### config.mk
export PLATFORM = sky130hd
export DESIGN_NAME = tlul_csr_host
export DESIGN_NICKNAME = d
export VERILOG_FILES = /design/src/rtl/tlul_csr_host_pkg.sv /design/src/rtl/tlul_pkg.sv /design/src/rtl/tlul_csr_host.sv
export SDC_FILE = /design/constraint.sdc
export NUM_CORES = 1
export LEC_CHECK = 0
export ABC_AREA = 1
export BUFFER_PORTS_ARGS = -buffer_cell sky130_fd_sc_hd__buf_2
export CAP_MARGIN = 20
export CORE_ASPECT_RATIO = 0.6
export CORE_UTILIZATION = 30
export DETAILED_ROUTE_END_ITERATION = 10
export GPL_ROUTABILITY_DRIVEN = 0
export GPL_TIMING_DRIVEN = 0
export SETUP_SLACK_MARGIN = 0.5
export SLEW_MARGIN = 20
export SYNTH_ARGS = -nofsm -noshare
export SYNTH_HDL_FRONTEND = slang
export SYNTH_SLANG_ARGS = --single-unit
### constraint.sdc
create_clock -name clk -period 2.2 [get_ports clk]
set_input_delay 0.66 -clock clk [delete_from_list [all_inputs] [get_ports clk]]
set_output_delay 0.66 -clock clk [all_outputs]
set_load 0.02 [all_outputs]
### src/rtl/tlul_csr_host_pkg.sv
// Local types and constants for the TL-UL CSR host.
package tlul_csr_host_pkg;

  // Host FSM states; dbg_state exposes the current one
  typedef enum logic [1:0] {
    IDLE   = 2'd0,
    A_SEND = 2'd1,
    D_WAIT = 2'd2,
    RESP   = 2'd3
  } state_e;

  // Cycles spent in D_WAIT before the access is aborted
  localparam int unsigned DefaultTimeoutCycles = 255;

  // CSR accesses are always one 32-bit word: a_size = log2(4 bytes)
  localparam logic [1:0] CsrSizeLog2 = 2'd2;

endpackage

### src/rtl/tlul_pkg.sv
// TL-UL type definitions shared by hosts and devices on the CSR fabric.
// Only the fields used by the single-beat, 32-bit CSR ports are carried.
package tlul_pkg;

  // A-channel opcodes
  typedef enum logic [2:0] {
    PutFullData    = 3'h0,
    PutPartialData = 3'h1,
    Get            = 3'h4
  } tl_a_op_e;

  // D-channel opcodes
  typedef enum logic [2:0] {
    AccessAck     = 3'h0,
    AccessAckData = 3'h1
  } tl_d_op_e;

  // Host to device: A channel plus D-channel ready
  typedef struct packed {
    logic        a_valid;
    tl_a_op_e    a_opcode;
    logic [1:0]  a_size;
    logic [7:0]  a_source;
    logic [31:0] a_address;
    logic [3:0]  a_mask;
    logic [31:0] a_data;
    logic        d_ready;
  } tl_h2d_t;

  // Device to host: D channel plus A-channel ready
  typedef struct packed {
    logic        d_valid;
    tl_d_op_e    d_opcode;
    logic [7:0]  d_source;
    logic [31:0] d_data;
    logic        d_error;
    logic        a_ready;
  } tl_d2h_t;

endpackage

### src/rtl/tlul_csr_host.sv
// Single-outstanding TL-UL host that turns a simple local request/response
// port into Get / PutFullData / PutPartialData accesses on a CSR device.
//
// Handshakes: the local request is taken on a cycle where req_valid_i and
// req_ready_o are both 1; the TL-UL A beat transfers when a_valid and a_ready
// are both 1 and A fields never change while a_valid waits; a D beat is
// consumed when d_valid and d_ready are both 1; rsp_valid_o is a one-cycle
// pulse with no back-pressure.
module tlul_csr_host
  import tlul_pkg::*;
  import tlul_csr_host_pkg::*;
#(
  parameter int unsigned TimeoutCycles = DefaultTimeoutCycles,
  parameter logic [7:0]  SrcIdInit     = 8'h00
) (
  input  logic        clk,
  input  logic        rst,
  input  logic        req_valid_i,
  output logic        req_ready_o,
  input  logic        req_we_i,
  input  logic [31:0] req_addr_i,
  input  logic [31:0] req_wdata_i,
  input  logic [3:0]  req_be_i,
  output logic        rsp_valid_o,
  output logic [31:0] rsp_rdata_o,
  output logic        rsp_err_o,
  output logic        rsp_timeout_o,
  output tl_h2d_t     tl_h2d_o,
  input  tl_d2h_t     tl_d2h_i,
  output state_e      dbg_state
);

  localparam logic [15:0] TimeoutLimit = 16'(TimeoutCycles);

  state_e      state_q;
  logic        req_ready_q;
  logic        a_valid_q;
  logic        d_ready_q;
  logic        rsp_valid_q;
  logic [7:0]  src_q;
  logic [15:0] cnt_q;
  tl_a_op_e    a_opcode_q;
  logic [29:0] word_addr_q;
  logic [31:0] a_data_q;
  logic [3:0]  mask_q;
  logic [31:0] rdata_q;
  logic        err_q;
  logic        timeout_q;

  logic [15:0] cnt_next;
  logic        src_hit;
  tl_d_op_e    exp_d_op;
  logic        unused_addr_bits;

  // Word-aligned accesses only: the byte offset is dropped
  assign unused_addr_bits = ^req_addr_i[1:0];

  assign cnt_next = cnt_q + 16'd1;
  assign src_hit  = tl_d2h_i.d_valid && (tl_d2h_i.d_source == src_q);
  assign exp_d_op = (a_opcode_q == Get) ? AccessAckData : AccessAck;

  // Host FSM: request capture, A beat, D wait with timeout, completion pulse
  always_ff @(posedge clk) begin
    if (rst) begin
      state_q     <= IDLE;
      req_ready_q <= 1'b0;
      a_valid_q   <= 1'b0;
      d_ready_q   <= 1'b0;
      rsp_valid_q <= 1'b0;
      src_q       <= SrcIdInit;
      cnt_q       <= 16'd0;
      a_opcode_q  <= Get;
      word_addr_q <= 30'd0;
      a_data_q    <= 32'd0;
      mask_q      <= 4'd0;
      rdata_q     <= 32'd0;
      err_q       <= 1'b0;
      timeout_q   <= 1'b0;
    end else begin
      case (state_q)
        IDLE: begin
          if (req_ready_q && req_valid_i) begin
            req_ready_q <= 1'b0;
            a_valid_q   <= 1'b1;
            word_addr_q <= req_addr_i[31:2];
            if (!req_we_i) begin
              a_opcode_q <= Get;
              mask_q     <= 4'hF;
              a_data_q   <= 32'd0;
            end else begin
              a_opcode_q <= (req_be_i == 4'hF) ? PutFullData : PutPartialData;
              mask_q     <= req_be_i;
              a_data_q   <= req_wdata_i;
            end
            state_q <= A_SEND;
          end else begin
            req_ready_q <= 1'b1;
          end
        end
        A_SEND: begin
          // a_valid cannot be withdrawn, so there is no timeout here
          if (tl_d2h_i.a_ready) begin
            a_valid_q <= 1'b0;
            d_ready_q <= 1'b1;
            cnt_q     <= 16'd0;
            state_q   <= D_WAIT;
          end
        end
        D_WAIT: begin
          cnt_q <= cnt_next;
          if (src_hit) begin
            // Beats with another source are consumed and dropped
            d_ready_q   <= 1'b0;
            rsp_valid_q <= 1'b1;
            rdata_q     <= (a_opcode_q == Get) ? tl_d2h_i.d_data : 32'd0;
            err_q       <= tl_d2h_i.d_error | (tl_d2h_i.d_opcode != exp_d_op);
            timeout_q   <= 1'b0;
            state_q     <= RESP;
          end else if (cnt_next == TimeoutLimit) begin
            d_ready_q   <= 1'b0;
            rsp_valid_q <= 1'b1;
            rdata_q     <= 32'd0;
            err_q       <= 1'b1;
            timeout_q   <= 1'b1;
            state_q     <= RESP;
          end
        end
        RESP: begin
          // New ID so a late reply to this access is dropped later
          rsp_valid_q <= 1'b0;
          req_ready_q <= 1'b1;
          src_q       <= src_q + 8'd1;
          state_q     <= IDLE;
        end
        default: begin
          state_q <= IDLE;
        end
      endcase
    end
  end

  // Registered state drives every output directly
  always_comb begin
    tl_h2d_o           = '0;
    tl_h2d_o.a_valid   = a_valid_q;
    tl_h2d_o.a_opcode  = a_opcode_q;
    tl_h2d_o.a_size    = CsrSizeLog2;
    tl_h2d_o.a_source  = src_q;
    tl_h2d_o.a_address = {word_addr_q, 2'b00};
    tl_h2d_o.a_mask    = mask_q;
    tl_h2d_o.a_data    = a_data_q;
    tl_h2d_o.d_ready   = d_ready_q;
  end

  assign req_ready_o   = req_ready_q;
  assign rsp_valid_o   = rsp_valid_q;
  assign rsp_rdata_o   = rdata_q;
  assign rsp_err_o     = err_q;
  assign rsp_timeout_o = timeout_q;
  assign dbg_state     = state_q;

endmodule
== After elaboration in Yosys (flattened, before gate mapping) ==
Cells that the tools add are included.

* $add $sub $neg: 2
* Equal/unequal tests: 11
* Multiplexer cells: 29
* Bitwise gates (word level): 1
* Reductions and logical operators: 15

{| class="wikitable"
|+ Operator list
! cell !! count
|-
| $mux W32 || 4
|-
| $pmux W16 S2 || 1
|-
| $add A16 B1 Y16 const B || 1
|-
| $eq A16 B8 Y1 const B || 1
|-
| $mux W16 || 1
|-
| $mux W1 || 12
|-
| $reduce_bool A2 Y1 || 5
|-
| $reduce_and A3 Y1 || 3
|-
| $add A8 B1 Y8 const B || 1
|-
| $eq A8 B8 Y1 || 1
|-
| $mux W2 || 4
|-
| $pmux W1 S2 || 4
|-
| $pmux W2 S4 || 1
|-
| $reduce_and A2 Y1 || 4
|-
| $eq A2 B2 Y1 const B || 2
|-
| $eq A4 B4 Y1 const B || 1
|-
| $mux W4 || 1
|-
| $ne A2 B2 Y1 const B || 2
|-
| $eq A3 B3 Y1 const B || 1
|-
| $mux W3 || 1
|-
| $ne A3 B1 Y1 || 1
|-
| $ne A3 B3 Y1 const B || 1
|-
| $eq A2 B1 Y1 const B || 1
|-
| $logic_and A1 B1 Y1 || 2
|-
| other kinds (2) || 2
|}

* Bits in registers: 133
* Input port bits: 118
* Output and inout bits: 121
* Logic and storage cells: 72

== Longest topological paths before layout ==
Gate-level depths: netlist (run 1).

* Depth in word-level cells: 5
* Gate-level depth with buffers: 15
* Gate-level depth less buffers: 14

== Worst setup path before layout (run 1) ==
No wires, ideal clock.

* Kind: flip-flop to flip-flop
* Start: reg state_q[1], in the netlist dbg_state[1]
* End: reg cnt_q[11]
* Library setup time: 132 ps
* Arrival: 1895 ps
* Required time: 2068 ps
* Path slack: 173 ps
* Stages on the path, launching flop included: 11
* Path buffers: 2
* Period minus slack after synthesis: 2027 ps
* Path through: dfxtp_1 > ha_1 > clkbuf_1 > inv_1 > nor2_1 > inv_1 > nand2_1 > inv_1 > clkbuf_1 > nand2_1 > a21oi_1

* Word-level cells in the longest chain between the ends: 3
* Elaborated cells between the ends (all ways): 6
* Classes of those cells: 3 x eq/ne; 1 x mux; 2 x reduce/logical

{| class="wikitable"
|+ Ends and longest elaborated chain
! element !! line !! source
|-
| start: declaration || tlul_csr_host.sv:35 || <nowiki>state_e state_q;</nowiki>
|-
| start signal: assignment || tlul_csr_host.sv:65 || <nowiki>state_q <= IDLE;</nowiki>
|-
| start signal: assignment || tlul_csr_host.sv:95 || <nowiki>state_q <= A_SEND;</nowiki>
|-
| start signal: assignment || tlul_csr_host.sv:106 || <nowiki>state_q <= D_WAIT;</nowiki>
|-
| $eq A2 B1 Y1 or $eq A2 B2 Y1 (tied branches) || tlul_csr_host.sv:80 || <nowiki>case (state_q)</nowiki>
|-
| $ne A2 B2 Y1 (no source line) or $reduce_bool A2 Y1 (tied branches) || - ||
|-
| $reduce_and A2 Y1 (no source line) || - ||
|-
| end signal: assignment || tlul_csr_host.sv:110 || <nowiki>cnt_q <= cnt_next;</nowiki>
|-
| end: declaration || tlul_csr_host.sv:41 || <nowiki>logic [15:0] cnt_q;</nowiki>
|}

Several ways; a longest one is shown, not always the timed one.
A chain may end at the register's enable or synchronous reset.

== Worst setup path in the final report (run 1) ==
* Start: reg cnt_q[1]
* End: reg rdata_q[25], in the netlist rsp_rdata_o[25]

* Word-level cells in the longest chain between the ends: 4

{| class="wikitable"
|+ Ends and longest elaborated chain
! element !! line !! source
|-
| $add A16 B1 Y16 || tlul_csr_host.sv:58 || <nowiki>assign cnt_next = cnt_q + 16'd1;</nowiki>
|-
| $eq A16 B8 Y1 || tlul_csr_host.sv:119 || <nowiki>end else if (cnt_next == TimeoutLimit) begin</nowiki>
|-
| $reduce_bool A2 Y1 (no source line) || - ||
|-
| $reduce_and A2 Y1 (no source line) || - ||
|-
| end signal: assignment || tlul_csr_host.sv:115 || <nowiki>rdata_q <= (a_opcode_q == Get) ? tl_d2h_i.d_data : 32'd0;</nowiki>
|-
| end: declaration || tlul_csr_host.sv:46 || <nowiki>logic [31:0] rdata_q;</nowiki>
|}

Every way passes these cells.

==> results.cfg, run 1 <==
[power_and_ir_drop]
p_per_area_nw_per_um2 = 907
cellLeakagePower_nw = 3.73
power_mw = 7.65
ir_drop_v = 0.000457

[floorplan]
fp.dieH_um = 109
row_count = 38
die_area_um2 = 19600
die_w_um = 180
core-area_um2 = 18400
ios = 239
start_util_pct = 31.1

[sta]
clock_skew_ns = 0.0136
setup_viol = 0
rsz0062_at_grt = yes
slew_viol_final = 0
worstMarginPinSlew_ns = 0.621
fin_crit_sh_pct = 97.0
setup_tns_ns = 0
maxClockFrequency_mhz = 469
min_period_ns = 2.13
slew-limit-headroom_pct = 58.4
hold_viol_final = 0

[cts]
cts_sinks = 132
h-tree-depth = 4
ctsHoldBuffers = 0
cts_made_buffers = 17
clock_path_buffers = 2
cts_tree = built
clk_pin_slew_ns = 0.06
clock_tree.root_cell = clkbuf_16
clk-insertion-delay-late_ns = 0.42

[detailed_routing]
wl_mm = 19.0
ant_nets = 0
drt_iter0_drc = 338
drc = 0
firstDrtPassIters = 5
viasPerCell = 4.62
vias = 6181
drt-wirelength-per-cell_um = 14.2

[synthesis]
synthFlopType = dfxtp_1
synth_cell_type_count = 34
synth_seq_area_share_pct = 46.3
syn_inst = 811
async_flop_share_pct = 0
synth_seq_cells = 132
yosys_warnings = 0
syn_area_per_cell_um2 = 7.04
synth_edf_count = 0
synth_area_um2 = 5710

[grt]
antenna_found_initial = 2
grt_pass1_wl_mm = 29.7
grt_max_degree = 17
grt_pass1_vias = 5773
grt_use_total_pct = 19.5
grt-ovfl-total = 0

[worst_setup_path]
end_kind = flip-flop
critPathLaunchType = flip-flop
worstPathMaxFanout = 10
cp.required_ns = 2.55
regToRegSetupSlack_ns = 0.07
r2r_cells = 14
critical_path_arrival_ns = 2.48
worstReg2RegStart = cnt_q[1]$_SDFFE_PP0P_
r2r_end = rsp_rdata_o[25]$_SDFFE_PP0P_
critical_path_class = flip-flop to flip-flop

[placed_design]
port_buffers = 231
dpl.hpwl_mm = 14.1
dpl_cell_area_um2 = 7300

[worst_hold_path]
hold_path_class = flip-flop to flip-flop
min_path_cells = 2
min_to = rsp_rdata_o[20]$_SDFFE_PP0P_
hold_start = rsp_rdata_o[20]$_SDFFE_PP0P_

[cells_and_area]
syn_to_final_growth_pct = 47.7
n_fill_cell = 1940
post-route-util_pct = 45.9
drive_gt1_share_pct = 34.5
register_area_um2 = 2670
diodes = 0
final_area_um2 = 8430
layout.nets = 1211
multi_input_area_um2 = 2880

[run_status]
status = finished, final reports clean

[flow_run]
drv_cap = 0
## cells in the final DEF, fill, tap and decap left out, types with 11 or more instances in the layout
cell type  count
a21oi_1       87
buf_2        228
buf_4         28
buf_6         13
clkbuf_1      17
clkbuf_16     17
dfxtp_1      117
dfxtp_2       11
inv_1         33
nand2_1      240
nand3_1       82
nor2_1        95
## worst max path at each step
stage                                from                            to  cells after the start
global route        cnt_q[1]$_SDFFE_PP0P_  rsp_rdata_o[19]$_SDFFE_PP0P_                     15
finish              cnt_q[1]$_SDFFE_PP0P_  rsp_rdata_o[25]$_SDFFE_PP0P_                     14
CTS                 cnt_q[1]$_SDFFE_PP0P_  rsp_rdata_o[17]$_SDFFE_PP0P_                     15
detailed placement            req_valid_i      a_data_q[6]$_SDFFE_PP0P_                     10
floorplan                    tl_d2h_i[40]  rsp_rdata_o[13]$_SDFFE_PP0P_                     10
global placement              req_valid_i     a_data_q[31]$_SDFFE_PP0P_                     10
## layer usage
layer  wire length (um)  share of wire (%)  global-route usage (%)
met5                 13              0.069                       0
met4                117               0.62                    4.27
met3               1700                9.0                    7.98
met2               7970                 42                    29.7
met1               9180                 48                    25.7
## cells by family (layout without fill, tap and decap cells)
kind of cell	count (synthesis)	count (layout)	synth area share [%]
and+or+nand+nor	460	460	33.4
DFF	132	132	46.3
xor gates and xnor gates	4	4	0.614
buffers and inverters	95	380	7.35
AOI/OAI and AO/OA	111	111	10.7
adders and majority gates	7	7	1.54
other	2	5	0.132
## Yosys cell counts, types with 3 or more instances
| master | count | area [um2] |
|---|---|---|
| nand3b_1 | 3 | 22.5 |
| buf_6 | 3 | 33.8 |
| nand2_1 | 246 | 923 |
| xor2_1 | 3 | 26.3 |
| clkbuf_1 | 29 | 109 |
| nand4_1 | 9 | 56.3 |
| inv_1 | 42 | 158 |
| or2_2 | 3 | 18.8 |
| o221a_2 | 4 | 45.0 |
| nor2_1 | 101 | 379 |
| ha_1 | 7 | 87.6 |
| nor2_2 | 4 | 25.0 |
| buf_4 | 10 | 75.1 |
| dfxtp_1 | 132 | 2640 |
| buf_1 | 8 | 30.0 |
| o21ai_0 | 9 | 45.0 |
| a21oi_1 | 88 | 440 |
| nand3_1 | 86 | 430 |
| nor3_1 | 5 | 25.0 |
## critical path: stages, from the launching register on
cell     delay (ns)
dfxtp_4        0.38
ha_4           0.18
nand2_4        0.06
nor2_4         0.17
buf_6          0.12
nand4_1        0.10
nand2_1        0.12
nand2_1        0.07
nor2_2         0.17
nand3_4        0.13
a21oi_4        0.17
buf_12         0.14
buf_8          0.13
nor2_1         0.04
nor2_1         0.08
## flip-flops by register name, indices dropped and copies added (netlist names), 2 cells and up
| signal | flops |
|---|---|
| mask_q | 4 |
| rsp_rdata_o | 32 |
| a_data_q | 32 |
| a_opcode_q | 2 |
| src_q | 8 |
| word_addr_q | 30 |
| dbg_state | 2 |
| cnt_q | 16 |
## through the flow
stage                     setup slack (ns)  hold WS [ns]  cells
after detailed placement            -0.361         0.453   1285
after floorplan                      0.354         0.439    814
final                               0.0666         0.459   1339
after CTS                            0.101         0.459   1324
after global placement              -0.338         0.445   1285
after global routing               -0.0707         0.467   1339
## repair_timing
item | CTS | global route
resized for setup | 43 | 71
pin swaps | 8 | 7
setup buffers | 7 | 15
setup endpoints to repair | 128 | 125
## cell type report
cell class | count | share of cell area, %
Clock inverter | 13 | 2.33
Sequential cell | 132 | 31.7
Clock buffer | 19 | 5.25
Buffer | 52 | 4.54
Inverter | 43 | 2.12
Multi-Input combinational cell | 587 | 34.2
Tap cell | 240 | 3.56
Timing Repair Buffer | 253 | 16.3
## power breakdown
part           internal [mW]  switching, mW
Combinational          0.695           1.12
Clock                   1.95           1.16
Sequential              2.59          0.138
Total                   5.24           2.41
Note: power is estimated with default switching activity, not from simulation.
==> inputs of run 2 (changes only) <==
--- a/config.mk
+++ b/config.mk
@@ -8,7 +8,7 @@
 export ABC_AREA = 1
 export BUFFER_PORTS_ARGS = -buffer_cell sky130_fd_sc_hd__buf_2
 export CAP_MARGIN = 20
-export CORE_ASPECT_RATIO = 0.6
+export CORE_ASPECT_RATIO = 1.75
 export CORE_UTILIZATION = 30
 export DETAILED_ROUTE_END_ITERATION = 10
 export GPL_ROUTABILITY_DRIVEN = 0
==> run 2 against run 1 <==
Sequential cell count did not move. Routed wire length fell by 4.4%. Critical path depth rose by 1. Fmax fell by 0.57%. First-iteration DRC count fell by 27%. Cell count barely moved. Core utilization fell by 0.41 points. Clock power fell by 18%. Global-route usage fell by 0.97 points. Via count rose by 1.1%. Non-clock buffer count rose by 2. Power fell by 9.4%. Largest power group is now sequential cells.
==> results.cfg, run 2 (same netlist as run 1, synthesis figures left out) <==
[worst_setup_path]
r2r_cells = 15
cp.required_ns = 2.51
critPathLaunchType = flip-flop
worstReg2RegStart = cnt_q[0]$_SDFFE_PP0P_
cpMaxStageDelayCell = dfxtp_4
end_kind = flip-flop
critical_path_class = flip-flop to flip-flop
r2r_end = rsp_rdata_o[20]$_SDFFE_PP0P_
slowest_delay_ns = 0.37
cp_cell_sequence = ha_4, nand2_4, nor2_4, buf_6, nand4_1, nand2_1, nand2_1, nor2_2, nand3_2, buf_6, nand2_8, buf_6, nand3_2, nand2_1, nor2_1
regToRegSetupSlack_ns = 0.05
worstPathMaxFanout = 5
critical_path_arrival_ns = 2.46

[floorplan]
die_area_um2 = 19600
fp.dieH_um = 184
core-area_um2 = 18600
row_count = 66
start_util_pct = 30.7
ios = 239
die_w_um = 106

[worst_hold_path]
hold_start = d_ready_q$_SDFFE_PP0P_
min_to = d_ready_q$_SDFFE_PP0P_
min_path_cells = 2
hold_path_class = flip-flop to flip-flop

[cells_and_area]
n_fill_cell = 1984
layout.nets = 1214
syn_to_final_growth_pct = 48.2
final_common_cell = nand2_1
drive_gt1_share_pct = 37.2
final_cell_mix = 232 x nand2_1, 229 x buf_2, 115 x dfxtp_1, 95 x nor2_1, 86 x a21oi_1

[grt]
antenna_found_initial = 1
grt_pass1_vias = 6105
grt_use_total_pct = 18.5
grt_pass1_wl_mm = 28.5
grt_max_degree = 17
grt-ovfl-total = 0

[detailed_routing]
viasPerCell = 4.67
drc = 0
ant_nets = 0
firstDrtPassIters = 4
vias = 6252
drt-wirelength-per-cell_um = 13.6
wl_mm = 18.2
drt_iter0_drc = 247

[sta]
maxClockFrequency_mhz = 466
setup_viol = 0
setup_tns_ns = 0
rsz0062_at_grt = yes
slew_viol_final = 0
hold_viol_final = 0
fin_crit_sh_pct = 97.5
min_period_ns = 2.15
worstMarginPinSlew_ns = 0.689
slew-limit-headroom_pct = 54.1
clock_skew_ns = 0.0104

[power_and_ir_drop]
ir_drop_v = 0.000655
cellLeakagePower_nw = 3.69
power_mw = 6.93
p_per_area_nw_per_um2 = 820

[cts]
h-tree-depth = 4
clock_tree.root_cell = clkbuf_16
clk-insertion-delay-late_ns = 0.42
ctsHoldBuffers = 0
cts_sinks = 132
clock_path_buffers = 2
cts_tree = built
cts_made_buffers = 17
clk_pin_slew_ns = 0.06

[flow_run]
drv_cap = 0

[placed_design]
port_buffers = 231
dpl.hpwl_mm = 13.4

[run_status]
status = finished, final reports clean
run 2: what timing repair did:
action / CTS / global route
gates resized for setup: 65 / 62
pin swaps: 39 / 29
gates cloned: 6 / 1
buffers inserted: 16 / 2
endpoints found under the setup margin: 128 / 121
run 2: final cells by class:
| cell class | count | area [um2] | area share (%) |
|---|---|---|---|
| Tap cell | 238 | 298 | 3.52 |
| Multi-Input combinational cell | 588 | 3020 | 35.8 |
| Inverter | 43 | 166 | 1.97 |
| Antenna cell | 1 | 2.50 | 0.0296 |
| Clock inverter | 6 | 57.6 | 0.681 |
| Buffer | 52 | 345 | 4.08 |
| Timing Repair Buffer | 255 | 1430 | 17.0 |
| Clock buffer | 23 | 458 | 5.42 |
| Sequential cell | 132 | 2670 | 31.6 |
run 2: stage by stage:
stage / setup slack, ns / area, um2 / std cells / util, % / hold slack [ns]
4_1_cts: 0.0864 / 8240 / 1334 / 44.4 / 0.462
5_1_grt: -0.0477 / 8450 / 1337 / 45.5 / 0.464
2_1_floorplan: 0.354 / 5840 / 814 / - / 0.439
6_report: 0.0542 / 8460 / 1338 / 45.5 / 0.453
3_5_place_dp: -0.182 / 7300 / 1283 / 39.3 / 0.452
3_3_place_gp: -0.187 / 7300 / 1283 / 39.3 / 0.447
run 2: how the worst max path moves through the flow:
stage / startpoint / end / slack (ns) / depth (start not counted)
after floorplan: tl_d2h_i[40] / rsp_rdata_o[13]$_SDFFE_PP0P_ / 0.35 / 10
after global placement: dbg_state[0]$_SDFFE_PP0P_ / cnt_q[11]$_SDFFE_PP0P_ / -0.19 / 11
after detailed placement: dbg_state[0]$_SDFFE_PP0P_ / cnt_q[13]$_SDFFE_PP0P_ / -0.18 / 11
after CTS: cnt_q[1]$_SDFFE_PP0P_ / rsp_rdata_o[21]$_SDFFE_PP0P_ / 0.09 / 16
after global routing: cnt_q[1]$_SDFFE_PP0P_ / rsp_rdata_o[13]$_SDFFE_PP0P_ / -0.05 / 14
final: cnt_q[0]$_SDFFE_PP0P_ / rsp_rdata_o[20]$_SDFFE_PP0P_ / 0.05 / 15
run 2: critical path: cells and delay by family, from the launching register on:
kind                       cells  cell delay [ns]
adders and majority gates      1             0.16
DFF                            1             0.37
buffers and inverters          3             0.44
and+or+nand+nor               11             1.08
run 2: layer usage:
metal	GRT usage (%)	share of wire (%)
met4	8.78	2.6
met5	0	0
met1	17.6	36
met3	4.63	6.3
met2	36.2	55
run 2: power breakdown:
| group | switching [mW] | leakage [nW] | internal (mW) |
|---|---|---|---|
| logic | 1.09 | 2.36 | 0.570 |
| registers | 0.124 | 1.08 | 2.59 |
| clock network | 1.01 | 0.253 | 1.55 |
